$ cat src/rtl/regfile_writeback_pkg.sv
// Shared constants and payload types for the register-file write side.
package regfile_writeback_pkg;

    localparam int unsigned XLEN   = 32;
    localparam int unsigned NREG   = 32;
    localparam int unsigned REG_AW = 5;

    // Architectural x0: hardwired zero, never written and never tracked.
    localparam logic [REG_AW-1:0] REG_ZERO = REG_AW'(0);

    // Winner of the write-port arbitration in a given cycle.
    typedef enum logic [1:0] {
        SRC_NONE = 2'd0,
        SRC_ALU  = 2'd1,
        SRC_MEM  = 2'd2
    } wb_src_e;

    // One result headed for the register file.
    typedef struct packed {
        logic [REG_AW-1:0] rd;
        logic [XLEN-1:0]   data;
    } wb_payload_t;

endpackage

$ cat src/rtl/regfile_writeback_if.sv
// Issue, result, operand-lookup and write-port signals of the writeback block.
interface regfile_writeback_if;
    import regfile_writeback_pkg::*;

    logic              issue_valid;
    logic [REG_AW-1:0] issue_rd;
    logic              issue_ready;

    logic              alu_valid;
    logic [REG_AW-1:0] alu_rd;
    logic [XLEN-1:0]   alu_data;
    logic              alu_ready;

    logic              mem_valid;
    logic [REG_AW-1:0] mem_rd;
    logic [XLEN-1:0]   mem_data;
    logic              mem_ready;

    logic [REG_AW-1:0] rs1;
    logic [REG_AW-1:0] rs2;
    logic              rs1_busy;
    logic              rs2_busy;
    logic              rs1_fwd;
    logic              rs2_fwd;

    logic              wb_we;
    logic [REG_AW-1:0] wb_rd;
    logic [XLEN-1:0]   wb_data;

    // Writeback block side.
    modport slave (
        input  issue_valid, issue_rd,
        input  alu_valid, alu_rd, alu_data,
        input  mem_valid, mem_rd, mem_data,
        input  rs1, rs2,
        output issue_ready, alu_ready, mem_ready,
        output rs1_busy, rs2_busy, rs1_fwd, rs2_fwd,
        output wb_we, wb_rd, wb_data
    );

    // Pipeline / register-file side.
    modport master (
        output issue_valid, issue_rd,
        output alu_valid, alu_rd, alu_data,
        output mem_valid, mem_rd, mem_data,
        output rs1, rs2,
        input  issue_ready, alu_ready, mem_ready,
        input  rs1_busy, rs2_busy, rs1_fwd, rs2_fwd,
        input  wb_we, wb_rd, wb_data
    );

endinterface

$ cat src/rtl/regfile_writeback_scoreboard.sv
// Per-register pending bits: set at issue, cleared at retire, set wins on collision.
module regfile_writeback_scoreboard
    import regfile_writeback_pkg::*;
(
    input  logic              clk,
    input  logic              resetn,
    input  logic              i_set_en,
    input  logic [REG_AW-1:0] i_set_idx,
    input  logic              i_clr_en,
    input  logic [REG_AW-1:0] i_clr_idx,
    input  logic [REG_AW-1:0] i_issue_idx,
    input  logic [REG_AW-1:0] i_rs1_idx,
    input  logic [REG_AW-1:0] i_rs2_idx,
    output logic              o_issue_busy_c,
    output logic              o_rs1_busy_c,
    output logic              o_rs2_busy_c
);

    logic [NREG-1:0] r_busy;
    logic [NREG-1:0] w_busy_nxt;

    // Next busy vector: clear first so a same-index set overrides it; x0 stays clear.
    always_comb begin
        w_busy_nxt = r_busy;
        if (i_clr_en) begin
            w_busy_nxt[i_clr_idx] = 1'b0;
        end
        if (i_set_en && (i_set_idx != REG_ZERO)) begin
            w_busy_nxt[i_set_idx] = 1'b1;
        end
        w_busy_nxt[0] = 1'b0;
    end

    // Busy vector register.
    always_ff @(posedge clk or negedge resetn) begin
        if (!resetn) begin
            r_busy <= '0;
        end else begin
            r_busy <= w_busy_nxt;
        end
    end

    // Raw lookups; x0 and forwarding qualification happen in the parent.
    always_comb begin
        o_issue_busy_c = r_busy[i_issue_idx];
        o_rs1_busy_c   = r_busy[i_rs1_idx];
        o_rs2_busy_c   = r_busy[i_rs2_idx];
    end

endmodule

$ cat src/rtl/regfile_writeback.sv
// Register-file write-side controller: ALU/load arbitration, one-cycle write
// register, pending scoreboard and writeback-stage forwarding hints.
module regfile_writeback
    import regfile_writeback_pkg::*;
#(
    parameter bit MEM_PRIORITY = 1'b1
)
(
    input  logic                 clk,
    input  logic                 resetn,
    regfile_writeback_if.slave   io_bus
);

    logic        w_alu_ready;
    logic        w_mem_ready;
    wb_src_e     w_src;
    wb_payload_t w_sel;

    logic        r_wb_we;
    wb_payload_t r_wb;

    logic        w_issue_busy;
    logic        w_rs1_busy_raw;
    logic        w_rs2_busy_raw;
    logic        w_issue_ready;
    logic        w_issue_set;
    logic        w_rs1_fwd;
    logic        w_rs2_fwd;

    // Fixed-priority arbitration; the loser sees ready low and holds its result.
    always_comb begin
        w_alu_ready = 1'b0;
        w_mem_ready = 1'b0;
        if (MEM_PRIORITY) begin
            w_mem_ready = io_bus.mem_valid;
            w_alu_ready = io_bus.alu_valid & ~io_bus.mem_valid;
        end else begin
            w_alu_ready = io_bus.alu_valid;
            w_mem_ready = io_bus.mem_valid & ~io_bus.alu_valid;
        end
    end

    // Select the accepted payload for the write register.
    always_comb begin
        w_src = SRC_NONE;
        w_sel = '0;
        if (w_mem_ready) begin
            w_src      = SRC_MEM;
            w_sel.rd   = io_bus.mem_rd;
            w_sel.data = io_bus.mem_data;
        end else if (w_alu_ready) begin
            w_src      = SRC_ALU;
            w_sel.rd   = io_bus.alu_rd;
            w_sel.data = io_bus.alu_data;
        end
    end

    // Write-port register: x0 results are consumed but never raise the write enable.
    always_ff @(posedge clk or negedge resetn) begin
        if (!resetn) begin
            r_wb_we <= 1'b0;
            r_wb    <= '0;
        end else if (w_src != SRC_NONE) begin
            r_wb_we <= (w_sel.rd != REG_ZERO);
            r_wb    <= w_sel;
        end else begin
            r_wb_we <= 1'b0;
        end
    end

    // WAW check: a register retiring this cycle may be re-issued immediately.
    always_comb begin
        w_issue_ready = (io_bus.issue_rd == REG_ZERO) | ~w_issue_busy
                      | (r_wb_we & (r_wb.rd == io_bus.issue_rd));
        w_issue_set   = io_bus.issue_valid & w_issue_ready;
    end

    regfile_writeback_scoreboard u_scoreboard (
        .clk            (clk),
        .resetn         (resetn),
        .i_set_en       (w_issue_set),
        .i_set_idx      (io_bus.issue_rd),
        .i_clr_en       (r_wb_we),
        .i_clr_idx      (r_wb.rd),
        .i_issue_idx    (io_bus.issue_rd),
        .i_rs1_idx      (io_bus.rs1),
        .i_rs2_idx      (io_bus.rs2),
        .o_issue_busy_c (w_issue_busy),
        .o_rs1_busy_c   (w_rs1_busy_raw),
        .o_rs2_busy_c   (w_rs2_busy_raw)
    );

    // Operand hints: a pending register being written right now is forwardable.
    always_comb begin
        w_rs1_fwd = r_wb_we & (r_wb.rd == io_bus.rs1) & (io_bus.rs1 != REG_ZERO);
        w_rs2_fwd = r_wb_we & (r_wb.rd == io_bus.rs2) & (io_bus.rs2 != REG_ZERO);
    end

    // Drive the interface.
    always_comb begin
        io_bus.issue_ready = w_issue_ready;
        io_bus.alu_ready   = w_alu_ready;
        io_bus.mem_ready   = w_mem_ready;
        io_bus.rs1_fwd     = w_rs1_fwd;
        io_bus.rs2_fwd     = w_rs2_fwd;
        io_bus.rs1_busy    = w_rs1_busy_raw & ~w_rs1_fwd & (io_bus.rs1 != REG_ZERO);
        io_bus.rs2_busy    = w_rs2_busy_raw & ~w_rs2_fwd & (io_bus.rs2 != REG_ZERO);
        io_bus.wb_we       = r_wb_we;
        io_bus.wb_rd       = r_wb.rd;
        io_bus.wb_data     = r_wb.data;
    end

endmodule

$ cat src/flat_wrapper.sv
// flat-port wrapper written by rule: the top's interface ports become plain ports
module regfile_writeback_flat import regfile_writeback_pkg::*;
#(
    parameter bit MEM_PRIORITY = 1'b1
)
  (clk, resetn, io_bus_issue_valid, io_bus_issue_rd, io_bus_alu_valid, io_bus_alu_rd, io_bus_alu_data, io_bus_mem_valid, io_bus_mem_rd, io_bus_mem_data, io_bus_rs1, io_bus_rs2, io_bus_issue_ready, io_bus_alu_ready, io_bus_mem_ready, io_bus_rs1_busy, io_bus_rs2_busy, io_bus_rs1_fwd, io_bus_rs2_fwd, io_bus_wb_we, io_bus_wb_rd, io_bus_wb_data);
  regfile_writeback_if io_bus_i ();
  input  logic clk;
  input  logic resetn;
  input wire logic [$bits(io_bus_i.issue_valid)-1:0] io_bus_issue_valid;
  input wire logic [$bits(io_bus_i.issue_rd)-1:0] io_bus_issue_rd;
  input wire logic [$bits(io_bus_i.alu_valid)-1:0] io_bus_alu_valid;
  input wire logic [$bits(io_bus_i.alu_rd)-1:0] io_bus_alu_rd;
  input wire logic [$bits(io_bus_i.alu_data)-1:0] io_bus_alu_data;
  input wire logic [$bits(io_bus_i.mem_valid)-1:0] io_bus_mem_valid;
  input wire logic [$bits(io_bus_i.mem_rd)-1:0] io_bus_mem_rd;
  input wire logic [$bits(io_bus_i.mem_data)-1:0] io_bus_mem_data;
  input wire logic [$bits(io_bus_i.rs1)-1:0] io_bus_rs1;
  input wire logic [$bits(io_bus_i.rs2)-1:0] io_bus_rs2;
  output wire logic [$bits(io_bus_i.issue_ready)-1:0] io_bus_issue_ready;
  output wire logic [$bits(io_bus_i.alu_ready)-1:0] io_bus_alu_ready;
  output wire logic [$bits(io_bus_i.mem_ready)-1:0] io_bus_mem_ready;
  output wire logic [$bits(io_bus_i.rs1_busy)-1:0] io_bus_rs1_busy;
  output wire logic [$bits(io_bus_i.rs2_busy)-1:0] io_bus_rs2_busy;
  output wire logic [$bits(io_bus_i.rs1_fwd)-1:0] io_bus_rs1_fwd;
  output wire logic [$bits(io_bus_i.rs2_fwd)-1:0] io_bus_rs2_fwd;
  output wire logic [$bits(io_bus_i.wb_we)-1:0] io_bus_wb_we;
  output wire logic [$bits(io_bus_i.wb_rd)-1:0] io_bus_wb_rd;
  output wire logic [$bits(io_bus_i.wb_data)-1:0] io_bus_wb_data;
  assign io_bus_i.issue_valid = io_bus_issue_valid;
  assign io_bus_i.issue_rd = io_bus_issue_rd;
  assign io_bus_i.alu_valid = io_bus_alu_valid;
  assign io_bus_i.alu_rd = io_bus_alu_rd;
  assign io_bus_i.alu_data = io_bus_alu_data;
  assign io_bus_i.mem_valid = io_bus_mem_valid;
  assign io_bus_i.mem_rd = io_bus_mem_rd;
  assign io_bus_i.mem_data = io_bus_mem_data;
  assign io_bus_i.rs1 = io_bus_rs1;
  assign io_bus_i.rs2 = io_bus_rs2;
  assign io_bus_issue_ready = io_bus_i.issue_ready;
  assign io_bus_alu_ready = io_bus_i.alu_ready;
  assign io_bus_mem_ready = io_bus_i.mem_ready;
  assign io_bus_rs1_busy = io_bus_i.rs1_busy;
  assign io_bus_rs2_busy = io_bus_i.rs2_busy;
  assign io_bus_rs1_fwd = io_bus_i.rs1_fwd;
  assign io_bus_rs2_fwd = io_bus_i.rs2_fwd;
  assign io_bus_wb_we = io_bus_i.wb_we;
  assign io_bus_wb_rd = io_bus_i.wb_rd;
  assign io_bus_wb_data = io_bus_i.wb_data;
  regfile_writeback #(.MEM_PRIORITY(MEM_PRIORITY)) u_core (.clk(clk), .resetn(resetn), .io_bus(io_bus_i));
endmodule
$ cat config.mk
export PLATFORM = sky130hd
export DESIGN_NAME = regfile_writeback_flat
export DESIGN_NICKNAME = d
export VERILOG_FILES = /design/src/rtl/regfile_writeback_pkg.sv /design/src/rtl/regfile_writeback_if.sv /design/src/rtl/regfile_writeback_scoreboard.sv /design/src/rtl/regfile_writeback.sv /design/src/flat_wrapper.sv
export SDC_FILE = /design/constraint.sdc
export NUM_CORES = 1
export LEC_CHECK = 0
export CAP_MARGIN = 20
export CORE_ASPECT_RATIO = 0.7
export CORE_MARGIN = 5
export CORE_UTILIZATION = 48
export CTS_CLUSTER_SIZE = 10
export DETAILED_ROUTE_END_ITERATION = 7
export PLACE_DENSITY = 0.9
export SYNTH_ARGS = -nofsm -noshare
export SYNTH_HDL_FRONTEND = slang
export SYNTH_SLANG_ARGS = --single-unit
$ cat constraint.sdc
create_clock -name clk -period 2.4 [get_ports clk]
set_clock_uncertainty 0.05 [all_clocks]
set_input_delay 0.48 -clock clk [delete_from_list [all_inputs] [get_ports clk]]
set_output_delay 0.48 -clock clk [all_outputs]
set_load 0.05 [all_outputs]
Word-level counts from Yosys, hierarchy flattened
Cells that the tools add are included.
Word-level totals
  flip-flop bits (word level): 69
  input port bits: 94
  word-level logic and storage cells: 59
Operators by class
  $lt $le $gt $ge: 6
  equal/unequal tests: 3
  muxes and demuxes: 17
  bitwise operators: 20
  reduce and logical (&&, ||, !) cells: 9
Operators with widths (number)
  $mux 37: 2
  $mux 32: 2
  $and 32x32->32: 1
  $not 32->32: 1
  $or 32x32->32: 1
  $lt 5x6->1 const B: 4
  $reduce_bool 5->1: 4
  $bmux 1 s5: 3
  $eq 5x5->1: 3
  $and 1x1->1: 11
  $demux 1 s5: 2
  $ge 5x1->1 const B: 2
  $mux 1: 7
  $logic_not 5->1: 1
  $not 1->1: 4
  $logic_and 1x1->1: 3
  $mux 2: 1
  $or 1x1->1: 2
  $reduce_bool 2->1: 1

Logic depth before layout (Yosys ltp)
Gate-level depths: netlist of the first run.
  depth in word-level cells: 9
  depth in mapped cells: 9
  gate-level depth less buffers: 5

Cells and area by module
From an unflattened synthesis of the first run, not the netlist that was laid out.
Unflattened totals
  cells, all modules: 433
  area, all modules: 4206.5 sq um
By module, submodules not included
  regfile_writeback_scoreboard: instances 1, cells an instance 228, area each 2175.8 sq um, sequential area each 775.7 sq um
  regfile_writeback: instances 1, cells an instance 205, area each 2030.7 sq um, sequential area each 950.9 sq um

Worst setup path before layout of the first run
No wires, ideal clock.
  kind: reg2out
  from: reg u_core.r_wb (netlist bit u_core.io_bus.wb_rd[2])
  to: out io_bus_rs1_busy
  data arrival time: 3.469 ns
  slack: -1.599 ns
  cell stages (with the launch flop): 6
  path through: dfrtp_1 -> clkbuf_1 -> xnor2_1 -> nand4_1 -> nor4_1 -> nor2_1
On the way
  cells in the longest elaborated chain, start to end: 6
Ends and longest elaborated chain
  from (decl): RTL line regfile_writeback.sv:20  | wb_payload_t r_wb;
  from (signal assigned): RTL line regfile_writeback.sv:65  | r_wb <= w_sel;
  $eq 5x5->1: RTL line regfile_writeback.sv:95  | w_rs1_fwd = r_wb_we & (r_wb.rd == io_bus.rs1) & (io_bus.rs1 != REG_ZERO);
  $and 1x1->1 (2 in a row): RTL line regfile_writeback.sv:95
  named net io_bus_rs1_fwd: RTL line flat_wrapper.sv:25  | output wire logic [$bits(io_bus_i.rs1_fwd)-1:0] io_bus_rs1_fwd;
  $not 1->1: RTL line regfile_writeback.sv:106  | io_bus.rs1_busy = w_rs1_busy_raw & ~w_rs1_fwd & (io_bus.rs1 != REG_ZERO);
  $and 1x1->1 (2 in a row): RTL line regfile_writeback.sv:106
  to (decl): RTL line flat_wrapper.sv:23  | output wire logic [$bits(io_bus_i.rs1_busy)-1:0] io_bus_rs1_busy;
The timed path passes the listed nets, and every way through them passes these cells.

Final worst setup path of the first run
  from: reg u_core.u_scoreboard.r_busy[20]
  to: out io_bus_rs2_busy
On the way
  cells in the longest elaborated chain, start to end: 4
Ends and longest elaborated chain
  from (decl): RTL line regfile_writeback_scoreboard.sv:19  | logic [NREG-1:0] r_busy;
  from (signal assigned): RTL line regfile_writeback_scoreboard.sv:39  | r_busy <= w_busy_nxt;
  $bmux 1 s5: RTL line regfile_writeback_scoreboard.sv:47  | o_rs2_busy_c = r_busy[i_rs2_idx];
  $mux 1 (implied by the code): RTL line regfile_writeback_scoreboard.sv:47
  $and 1x1->1 (2 in a row): RTL line regfile_writeback.sv:107  | io_bus.rs2_busy = w_rs2_busy_raw & ~w_rs2_fwd & (io_bus.rs2 != REG_ZERO);
  to (decl): RTL line flat_wrapper.sv:24  | output wire logic [$bits(io_bus_i.rs2_busy)-1:0] io_bus_rs2_busy;
Every way passes these cells. The select of a mux whose other input is x is not followed.

==> impl_results.md, run 1 <==
* First-pass GRT wire length at ~27000 um
* Seq cells post-synth at 69
* Die ar. at ~0.012 mm^2
* Post-synth ARST share at 100%
* Drt drc at 0
* Die H at approximately 92 um
* Slew Limit Fails at 0
* Max Cap Viol at 0
* Dominant cell type by area after synthesis: dfrtp_1
* Max IR drop VDD at between 500 and 600 uV
* EDFF count, synth at 0
* WP data arrival at ~2200 ps
* Placed cell area at 0.00658 mm^2
* Ant diodes at 0
* Post-DP HPWL at approximately 12000 um
* Tightest Hold Check Type: in2async
* Via density at 6.10
* Layout area overhead at 53.5%
* Largest cells by area after synthesis: dfrtp_1 (37%), mux2i_1 (11%), nand2_1 (7.4%)
* Startpoint Class: flop
* Ys flop type: dfrtp_1
* Final Hold Vio Count at 0
* Layout cells sized above 1 at about a quarter
* Congestion Overflow GR at 0
* Filler instances at between 600 and 700
* Worst slew pin tran at around 740 ps
* Multi-input logic area at 0.00275 mm^2
* Nets@finish at 753
* Unrepaired setup endpoints after global routing: true
* Buffers added on ports at 138
* Clock insertion delay at the later pin of the skew report at 340 ps
* Core Region at 0.00953 mm^2
* Status: finished with violations
* Seq/Total Area, Yosys at ~37%
* CP max FO at 3
* Hold-fix buffers, CTS at 0
* CTS buffer count at 9
* Finish-stage setup viols at 3
* CP required at about 1900 ps
* R2R setup slack at ~310 ps
* Reg area at roughly 0.0017 mm^2
* Max H-tree Level at 3
* RR Startpoint: u_core.u_scoreboard.r_busy[11]
* Setup CP Type: reg2out
* Vias at around 4.8k
* Worst r2r dst: u_core.u_scoreboard.r_busy[9]
* Fmax at about 370 MHz
* Starting Density at just under 50%
* Die W at 127 um
* Drt first pass iters at 6
* Period minus WS final at 2720 ps
* Cell leakage power at between 0.002 and 0.003 uW
* Fin crit share at 113%
* Total global-route track usage at 29.7%
* DR iter-0 viols at approximately 500
* Clock transition at path regs at 60 ps
* Rows at 30
* Most common cell in the netlist: nand2_1
* Vias in the first global route at about 5.0k
* Syn Std Cell Area at between 0.004 and 0.005 mm^2
* Worst Setup End Kind: output port
* Failing checks: negative setup slack
* Syn nets at 565
* Synth top area share at roughly 37%
* Rel. slew slack at 50.6%
* Fin area at 0.00709 mm^2
* Avg Inst Size Synth at a little under 10 um^2
* Synth Warn # at 0
* Synth cell types at 40
* Post-Layout Cell Count at between 700 and 800
* Power Density at slightly below 800 mW/mm^2
* Placed Instances at about 770
* GPL Wtd Cong at about 1.1
* Final WS setup at -316 ps
* Final wirelength at roughly 17000 um
* CTS tree: yes
* Clk buf depth at 2
* I/O pin count at 139
* DRT antenna net count at 0
* Initial antenna violation count at 0
* Worst reg2reg path depth at 6
* Syn Inst Count at between 400 and 500
* Most instantiated cells after synthesis: nand2_1 (91), dfrtp_1 (69), mux2i_1 (53), o21ai_0 (40), o21ai_1 (31)
* CTS Root Cell: clkbuf_16
* Largest net degree at the start of global routing at 54
* Clk sink count at 69
* Setup TNS at -776 ps
* Drt wl/cell at between 20 and 25 um
## placed cells by master, fill, tap and decap left out, types with 3 or more instances in the layout
| cell type | count |
|---|---|
| mux2i_4 | 3 |
| buf_2 | 7 |
| dfrtp_1 | 59 |
| clkinv_2 | 3 |
| mux2i_2 | 3 |
| o21a_1 | 16 |
| xnor2_2 | 3 |
| nand3b_1 | 5 |
| xor2_1 | 8 |
| dfrtp_2 | 10 |
| dlymetal6s2s_1 | 3 |
| buf_12 | 7 |
| o21ai_0 | 40 |
| a31oi_1 | 16 |
| clkdlybuf4s50_1 | 112 |
| o21ai_1 | 31 |
| xnor2_1 | 4 |
| dlygate4sd2_1 | 6 |
| a32oi_1 | 15 |
| a22oi_2 | 3 |
| nor2_4 | 4 |
| nor3b_1 | 7 |
| clkbuf_16 | 9 |
| buf_8 | 4 |
| buf_4 | 67 |
| nor2_1 | 10 |
| mux4_2 | 21 |
| nand2_1 | 90 |
| and3_1 | 3 |
| mux2i_1 | 47 |
| buf_6 | 10 |
## where the power goes
part	internal, uW	leakage (uW)	switching (uW)
combinational	1150	0.00196	1120
sequential	1420	0.000834	370
clock	903	0.000151	509
total	3480	0.00295	2000
## worst max-delay path: stages, from the launching register on
cell	delay [ps]
dfrtp_1	460
mux4_2	480
mux4_2	480
mux2i_2	220
nor2_4	50
buf_8	160
## state kept, by name (all words and copies together) (netlist names)
signal,cells
u_core.io_bus.wb_data,32
u_core.io_bus.wb_we,1
u_core.u_scoreboard.r_busy,31
u_core.io_bus.wb_rd,5
## final cells by class
cell class                      count  area share (%)
Inverter                            2           0.106
Clock inverter                      7            1.27
Tap cell                          128            2.26
Multi-Input combinational cell    357            38.8
Sequential cell                    69            24.5
Timing Repair Buffer              220            29.9
Clock buffer                        9            3.18
## worst max-delay path by stage
stage / from / end / slack (ps) / depth (start not counted)
after floorplan: u_core.io_bus.wb_rd[3] / io_bus_rs1_busy / -120 / 5
after global placement: io_bus_rs2[0] / io_bus_rs2_busy / -760 / 7
after detailed placement: io_bus_rs1[0] / io_bus_rs1_busy / -820 / 7
after CTS: u_core.u_scoreboard.r_busy[31] / io_bus_rs1_busy / -320 / 5
after global routing: u_core.u_scoreboard.r_busy[31] / io_bus_rs2_busy / -350 / 5
final: u_core.u_scoreboard.r_busy[20] / io_bus_rs2_busy / -320 / 5
## layer usage
| layer | GRT usage, % | wire length [um] | up-vias |
|---|---|---|---|
| met4 | 15.5 | 862 | 0 |
| li1 | - | - | 2106 |
| met1 | 37.2 | 6410 | 2271 |
| met2 | 46.5 | 8210 | 357 |
| met5 | 0 | 0 | - |
| met3 | 8.91 | 1880 | 100 |
## cell families after synthesis
kind of cell,count (synthesis),synth area share [%]
buffers and inverters,45,5.53
AO/OA/AOI/OAI,125,16.9
multiplexers,74,22.7
flip-flops,69,37.4
AND/OR/NAND/NOR,143,14.6
XOR/XNOR,15,2.85
## timing repair
action / in CTS / in global routing
cloned: 3 / 0
endpoints found under the setup margin: 36 / 5
setup buffers: 7 / 2
gates resized for setup: 73 / 12
pin swaps: 11 / 5
## through the flow
stage                     worst slack, ps  hold WS [ps]  total power, uW  util [%]
after floorplan                      -116           134             2850         -
after global placement               -755           369             3720      69.1
after detailed placement             -816           382             3800      69.1
after CTS                            -321          28.1             5380      73.9
after global routing                 -353          56.8             5650      74.3
final                                -316          25.9             5480      74.3
No activity file was read; power rests on OpenSTA's default activity.
==> run 2: changes to the inputs <==
--- a/config.mk
+++ b/config.mk
@@ -11,6 +11,7 @@
 export CORE_UTILIZATION = 48
 export CTS_CLUSTER_SIZE = 10
 export DETAILED_ROUTE_END_ITERATION = 7
+export GPL_ROUTABILITY_DRIVEN = 0
 export PLACE_DENSITY = 0.9
 export SYNTH_ARGS = -nofsm -noshare
 export SYNTH_HDL_FRONTEND = slang
==> run 2 against run 1 <==
Effect of this change:
- the run still ends with negative setup slack left
- die area stayed put
- global-route usage is 0.73 points lower
- total power is 1.3% lower
- utilization is 1.3 points lower
- via count is 1.3% higher
- non-clock buffer count is 9 lower
- critical path depth stayed put
- combinational power is 5% lower
- maximum frequency is 0.77% lower
- clock power hardly changed
- worst hold slack better by 73 ps
- clock-buffer cell count is 1 higher
- largest cell class unchanged
==> impl_results.md, run 2 (synthesized netlist as in run 1, its figures left out) <==
* Slew Limit Fails at 0
* Worst Setup End Kind: output port
* Power Density at ~800 mW/mm^2
* Final wirelength at approximately 17000 um
* Buf/Inv on CP at 1
* Met3 usage at a little over a tenth
* Clk buf depth at 2
* Fin crit share at 114%
* CP dominant cell by count: mux4_2
* Via density at between 6 and 7
* DR iter-0 viols at around 560
* Rows at 30
* Commonest cells after routing, fill and taps aside: clkdlybuf4s50_1 (113), nand2_1 (90), buf_4 (64)
* Pre-CTS setup slack at -813 ps
* Setup CP Type: reg2out
* Failing checks: negative setup slack
* Drt wl/cell at roughly 22 um
* Clk sink count at 69
* CTS Root Cell: clkbuf_16
* Layout cells sized above 1 at 24.9%
* GR Layer Usage met2 at between 40% and 50%
* Worst path slowest cell: mux4_2
* Vias at slightly below 5k
* Drt drc at 0
* Period minus WS final at approximately 2700 ps
* Nets@finish at about 740
* Cell leakage power at 0.00288 uW
* CTS buffer count at 9
* CP required at between 1500 and 2000 ps
* Rel. slew slack at between 50% and 60%
* CP peak stage delay at between 500 and 600 ps
* Fmax at ~370 MHz
* Die ar. at between 0.01 and 0.015 mm^2
* Finish-stage setup viols at 4
* Top delay family on crit path: multiplexers
* Vias in the first global route at between 4k and 5k
* Largest net degree at the start of global routing at 45
* Worst slew pin tran at about 610 ps
* Met1 usage at 35.7%
* Worst hold slack at 98.9 ps
* Max IR drop VDD at roughly 450 uV
* Setup TNS at -969 ps
* Clock insertion delay at the later pin of the skew report at between 300 and 400 ps
* Flip-flop count of the largest register after layout at 32
* Layout area overhead at 50.9%
* Starting Density at around half
* Drt first pass iters at 7
* Max Cap Viol at 0
* WP data arrival at 2210 ps
* DRT antenna net count at 0
* Die W at roughly 130 um
* Filler instances at 652
* Status: finished with violations
* Tightest Hold Check Type: in2async
* Startpoint Class: flop
* Clock transition at path regs at roughly 60 ps
* CTS tree: yes
* Most common cell after layout, fill and taps aside: clkdlybuf4s50_1
* Post-DP HPWL at roughly 12000 um
* Total global-route track usage at between 20% and 30%
* CP max FO at 4
* Congestion Overflow GR at 0
* Final WS setup at -337 ps
* CP Cell Sequence: mux4_2 -> mux4_2 -> mux2i_4 -> nor2_4 -> buf_8
* Buffers added on ports at 138
* First-pass GRT wire length at ~26000 um
* Post-Layout Cell Count at 784
* I/O pin count at between 100 and 150
* Grt peak-use layer: met2
* Core Region at roughly 0.0095 mm^2
* Initial antenna violation count at 0
* Die H at 92.0 um
* Final Hold Vio Count at 0
* Unrepaired setup endpoints after global routing: true
* Placed Instances at between 700 and 800
* Max H-tree Level at 3
run 2: layout make-up:
type	instances	area [um^2]	share of cell area, %
antenna	1	2.50	0.0359
tap	128	160	2.30
clock inverter	6	87.6	1.26
multi-input combinational	357	2730	39.2
clock buffer	10	229	3.29
inverter	2	7.51	0.108
timing repair buffer	211	2000	28.8
sequential	69	1740	25.0
run 2: path summary, 6_finish.rpt:
kind                       cells after the start                           start                        endpoint  slack [ps]
setup / recovery                               5  u_core.u_scoreboard.r_busy[29]                 io_bus_rs2_busy        -340
max in group asynchronous                      2                          resetn  u_core.u_scoreboard.r_busy[16]        1570
hold / removal                                 1                          resetn       u_core.io_bus.wb_data[31]         100
hold reg to reg                                2       u_core.io_bus.wb_data[15]       u_core.io_bus.wb_data[15]         530
min in group clk                               2       u_core.io_bus.wb_data[15]       u_core.io_bus.wb_data[15]         530
setup reg to reg                               6  u_core.u_scoreboard.r_busy[26]  u_core.u_scoreboard.r_busy[13]         290
run 2: metal layers:
| layer | routed length, um | up-vias | part of all wire, % |
|---|---|---|---|
| li1 | - | 2097 | - |
| met1 | 6140 | 2344 | 36 |
| met5 | 0 | - | 0 |
| met3 | 2220 | 101 | 13 |
| met4 | 872 | 0 | 5.1 |
| met2 | 7830 | 356 | 46 |
run 2: metrics by stage:
stage / instance area, um^2 / util [%] / power, uW
4_1_cts: 6910 / 72.5 / 5290
3_3_place_gp: 6520 / 68.4 / 3640
6_report: 6960 / 73.0 / 5410
3_5_place_dp: 6520 / 68.4 / 3730
5_1_grt: 6960 / 73.0 / 5580
2_1_floorplan: 4730 / - / 2850
run 2: power by group:
part / leakage, uW / switching (uW) / internal [uW]
registers: 0.000833 / 399 / 1420
clock network: 0.000156 / 521 / 910
logic: 0.00189 / 1070 / 1090
total: 0.00288 / 1990 / 3420
run 2: timing repair:
item                                    4_1_cts  5_1_grt
cloned                                        2        0
endpoints found under the setup margin       32        6
hold buffers                                  0        0
gates resized for setup                      58       15
pin swaps                                     7        5
setup buffers                                 5        1
